===== src/rtl/gearbox_20to16.sv =====
// 20-bit to 16-bit width converter over a 160-bit ring buffer.
// Bits flow LSB-first, and the read side is first-word-fall-through.
module gearbox_20to16 (
    input  logic        clk,
    input  logic        res_n,
    input  logic        shift_in,
    input  logic [19:0] data_in,
    output logic        full,
    output logic        valid_out,
    input  logic        shift_out,
    output logic [15:0] data_out
);

    logic [159:0] buffer;
    logic [2:0]   wr_idx;
    logic [3:0]   rd_idx;
    logic [7:0]   level;
    logic         wr_acc;
    logic         rd_acc;

    // 160 is a common multiple of 20 and 16, so both pointers wrap together at
    // the buffer edge and no slot ever straddles the wrap.
    assign full      = (level > 8'd140);
    assign valid_out = (level >= 8'd16);
    assign data_out  = buffer[16*rd_idx +: 16];

    assign wr_acc = shift_in && !full;
    assign rd_acc = shift_out && valid_out;

    always_ff @(posedge clk or negedge res_n) begin
        if (!res_n) begin
            buffer <= '0;
            wr_idx <= '0;
            rd_idx <= '0;
            level  <= '0;
        end else begin
            if (wr_acc) begin
                buffer[20*wr_idx +: 20] <= data_in;
                wr_idx                  <= wr_idx + 3'd1;
            end
            if (rd_acc)
                rd_idx <= (rd_idx == 4'd9) ? 4'd0 : rd_idx + 4'd1;
            case ({wr_acc, rd_acc})
                2'b10:   level <= level + 8'd20;
                2'b01:   level <= level - 8'd16;
                2'b11:   level <= level + 8'd4;
                default: level <= level;
            endcase
        end
    end

endmodule


===== config.mk =====
export PLATFORM = sky130hd
export DESIGN_NAME = gearbox_20to16
export DESIGN_NICKNAME = d
export VERILOG_FILES = /design/src/rtl/gearbox_20to16.sv
export SDC_FILE = /design/constraint.sdc
export NUM_CORES = 1
export LEC_CHECK = 0
export BUFFER_PORTS_ARGS = -buffer_cell sky130_fd_sc_hd__buf_4
export CORE_ASPECT_RATIO = 1.4
export CORE_UTILIZATION = 35
export DETAILED_ROUTE_END_ITERATION = 8
export GPL_TIMING_DRIVEN = 0
export SYNTH_ARGS = -nofsm -noshare
export SYNTH_HDL_FRONTEND = slang
export SYNTH_SLANG_ARGS = --single-unit

===== constraint.sdc =====
create_clock -name clk -period 4.3 [get_ports clk]
set_clock_uncertainty 0.05 [all_clocks]
set_input_delay 0.43 -clock clk [delete_from_list [all_inputs] [get_ports clk]]
set_output_delay 0.43 -clock clk [all_outputs]
set_load 0.02 [all_outputs]

==> flow_summary_export.csv <==
group,metric,value,unit
detailed_routing,drc,0,
critical_path,cp_num_cells,11,
outcome,status,"finished, final reports clean",
placement,finalWeightedCongestion,0.9808,
critical_path,endpoint_kind,"flop",
floorplanning,die_y,206.1,microns
critical_path,setup.worst_path.start,"wr_idx[2]$_DFFE_PN0P_",
critical_path,r2r_start,"wr_idx[2]$_DFFE_PN0P_",
detailed_routing,first_pass_iters,6,
critical_path,crit_path_cell_trace,"ha_1 -> ha_1 -> buf_6 -> or4_1 -> nor2_1 -> ha_1 -> and3b_1 -> mux2i_1 -> a21oi_1 -> o21ai_1 -> mux2_2",
sta,fmax,0.2404,GHz
synthesis,synth.most_common_cell,"dfrtp_1",
worst_hold_path,min_from,"data_in[14]",
sta,setup_slack,0.1403,ns
sta,hold_viol,0,
placement,dp_hpwl,26600,microns
synthesis,syn-num-nets,980,
critical_path,slowest_delay,0.68,ns
grt,grt_usage,23.67,%
critical_path,setup.worst_path.start_class,"flop",
critical_path,cp.required,4.59,ns
synthesis,synth_common_cells,"173 x dfrtp_1, 154 x mux2_2, 76 x nand2_1",
synthesis,async_flop_share,100.0,%
clock_network,cts_tree,"built",
synthesis,syn_area_per_cell,11.05,sq um
clock_network,cts.clk_slew.worst_paths,0.07,ns
clock_network,numClockSinks,173,
placement,io_buffers,37,
cells_and_area,area_delta_synth_final,13.20,%
grt,grt_max_degree,92,
clock_network,cts_made_buffers,17,
synthesis,synth_warnings,0,
sta,slew_violations,0,
placement,dp_slack,-0.04067,ns
worst_hold_path,hold_depth,4,
clock_network,cts-root-buf,"clkbuf_16",
critical_path,path_common_cell,"ha_1",
detailed_routing,viasPerCell,5.927,
clock_network,clock_latency,0.45,ns
synthesis,dominantRegCellSynth,"dfrtp_1",
synthesis,yosys-top-cells-area,"dfrtp_1 42%, mux2_2 17%, mux4_2 6.9%, mux2i_1 5.3%, o22ai_1 2.8%",
clock_network,h-tree-depth,4,
synthesis,synth_edf_count,0,
sta,rsz0062_at_grt,"no",
floorplanning,num_rows,74,
floorplanning,floorplan.initialDensity,35.61,%
detailed_routing,wl_per_cell,24.75,microns
cells_and_area,fin_nets,1038,
clock_network,clockBufferDepth,2,
grt,grt_overflow_total,0,
sta,worst_pin_slew,1.193,ns
worst_hold_path,min_path_type,"in -> reg",
synthesis,synth_cell_type_count,71,
sta,relSlewSlack,20.49,%
critical_path,path_buf_inv,1,
cells_and_area,drive_gt1_share,29.91,%
grt,grt_pass1_vias,8298,
grt,grt_pass1_wl,52000,microns
sta,setup_viol,0,
critical_path,critPathMaxFanout,10,
critical_path,worstPathArrival,4.45,ns
synthesis,synth_top_area_share,41.55,%
critical_path,slowest_stage,"mux2i_1",
detailed_routing,routed_wl,34470,microns
detailed_routing,drtAntennaViolNets,0,
synthesis,synth_seq_cells,173,
floorplanning,design.die.area,30470,sq um
critical_path,path_class,"reg -> reg",
critical_path,r2r_cells,11,
sta,fin_crit_sh,96.74,%
synthesis,syn_inst,943,
floorplanning,core,29260,sq um
grt,antenna_found_initial,0,
detailed_routing,drtIter0Drc,716,
detailed_routing,num_vias,8256,
sta,period_needed,4.160,ns
critical_path,critical_path.top_delay_family,"multiplexers",
synthesis,yosys.area.top_type,"dfrtp_1",
cells_and_area,diodes,0,
synthesis,syn_area,10420,sq um
synthesis,yosysSeqAreaShare,41.55,%
floorplanning,die_w,147.8,microns
floorplanning,pin_count,42,
flow_run,cap_violations,0,
## through the flow
step / cells / hold slack [ns] / setup TNS [ns] / utilization [%] / instance area (sq um)
final: 1393 / 0.3341 / 0 / 40.31 / 11790
after global placement: 1360 / 0.4131 / -0.2594 / 38.18 / 11170
after floorplan: 943 / 0.08441 / 0 / - / 10420
after detailed placement: 1361 / 0.4101 / -0.1483 / 38.30 / 11210
after global routing: 1393 / 0.3370 / 0 / 40.31 / 11790
after CTS: 1393 / 0.3103 / 0 / 40.24 / 11770
## registers in the layout, summed over array words and instances, names as in the netlist
| name | flops |
|---|---|
| buffer | 160 |
| wr_idx | 3 |
| level | 6 |
| rd_idx | 4 |
## layout by cell type (no fill, tap or decap), types with 5 or more instances in the layout
cell	Yosys	routed
mux2i_1	55	55
a2bb2oi_1	7	7
a32oi_1	12	12
mux2_2	154	154
nor3_1	10	7
o22ai_1	46	46
and2_1	5	5
buf_2	17	17
a31oi_1	9	9
mux4_2	32	32
inv_1	20	20
nor2_1	62	60
buf_1	9	9
o21ai_0	28	28
clkbuf_1	35	34
o2bb2ai_1	9	9
a21oi_1	28	28
a22oi_1	7	7
buf_4	1	37
nand2_1	76	76
xnor2_1	8	8
and3_1	10	10
nand3_1	29	29
ha_1	13	13
o32ai_1	6	6
dfrtp_1	173	173
clkbuf_16	0	17
## cell type report
cell class	count	area, sq um
Fill cell	2891	17460
Multi-Input combinational cell	686	5766
Sequential cell	173	4329
Tap cell	380	475.5
Clock buffer	20	466.7
Timing Repair Buffer	39	322.8
Buffer	63	270.3
Clock inverter	11	85.08
Inverter	21	78.83
## tightest hold or removal path, delay by kind of cell
family / cells / cell delay, ns
AO/OA/AOI/OAI: 1 / 0.07
buffers and inverters: 1 / 0.12
multiplexers: 1 / 0.14
AND/OR/NAND/NOR: 1 / 0.05
## metal layers
metal | vias up | track usage (%) | routed length [microns]
met4 | 0 | 14.43 | 2087
met3 | 108 | 3.510 | 1753
li1 | 3642 | - | -
met5 | - | 0 | 0
met1 | 4144 | 28.29 | 13620
met2 | 362 | 40.16 | 17020
## final timing paths
kind / to / slack [ns]
worst max register to register: buffer[73]$_DFFE_PN0P_ / 0.14
worst min-delay path: buffer[14]$_DFFE_PN0P_ / 0.33
worst max-delay path: buffer[73]$_DFFE_PN0P_ / 0.14
worst min register to register: buffer[19]$_DFFE_PN0P_ / 0.43
min in group asynchronous: level[4]$_DFFE_PN0P_ / 0.46
max in group asynchronous: buffer[61]$_DFFE_PN0P_ / 2.83
## what timing repair did
| item | 4_1_cts | 5_1_grt |
|---|---|---|
| hold buffers | 1 | 0 |
| buffers inserted | 0 | 0 |
| setup endpoints to repair | 4 | 32 |
| hold endpoints to repair | 82 | 0 |
| resized for setup | 1 | 7 |
## kinds of logic after synthesis
family	Yosys count	synth area share, %
AND/OR/NAND/NOR	228	10.50
flip-flops	173	41.55
multiplexers	242	28.95
AO/OA/AOI/OAI	189	12.67
XOR/XNOR	14	1.429
buffers and inverters	84	3.339
adder cells (fa/ha/maj)	13	1.561
Power is not shown: default switching activity piles up to over one toggle a cycle in this logic, so the estimate is an artifact.
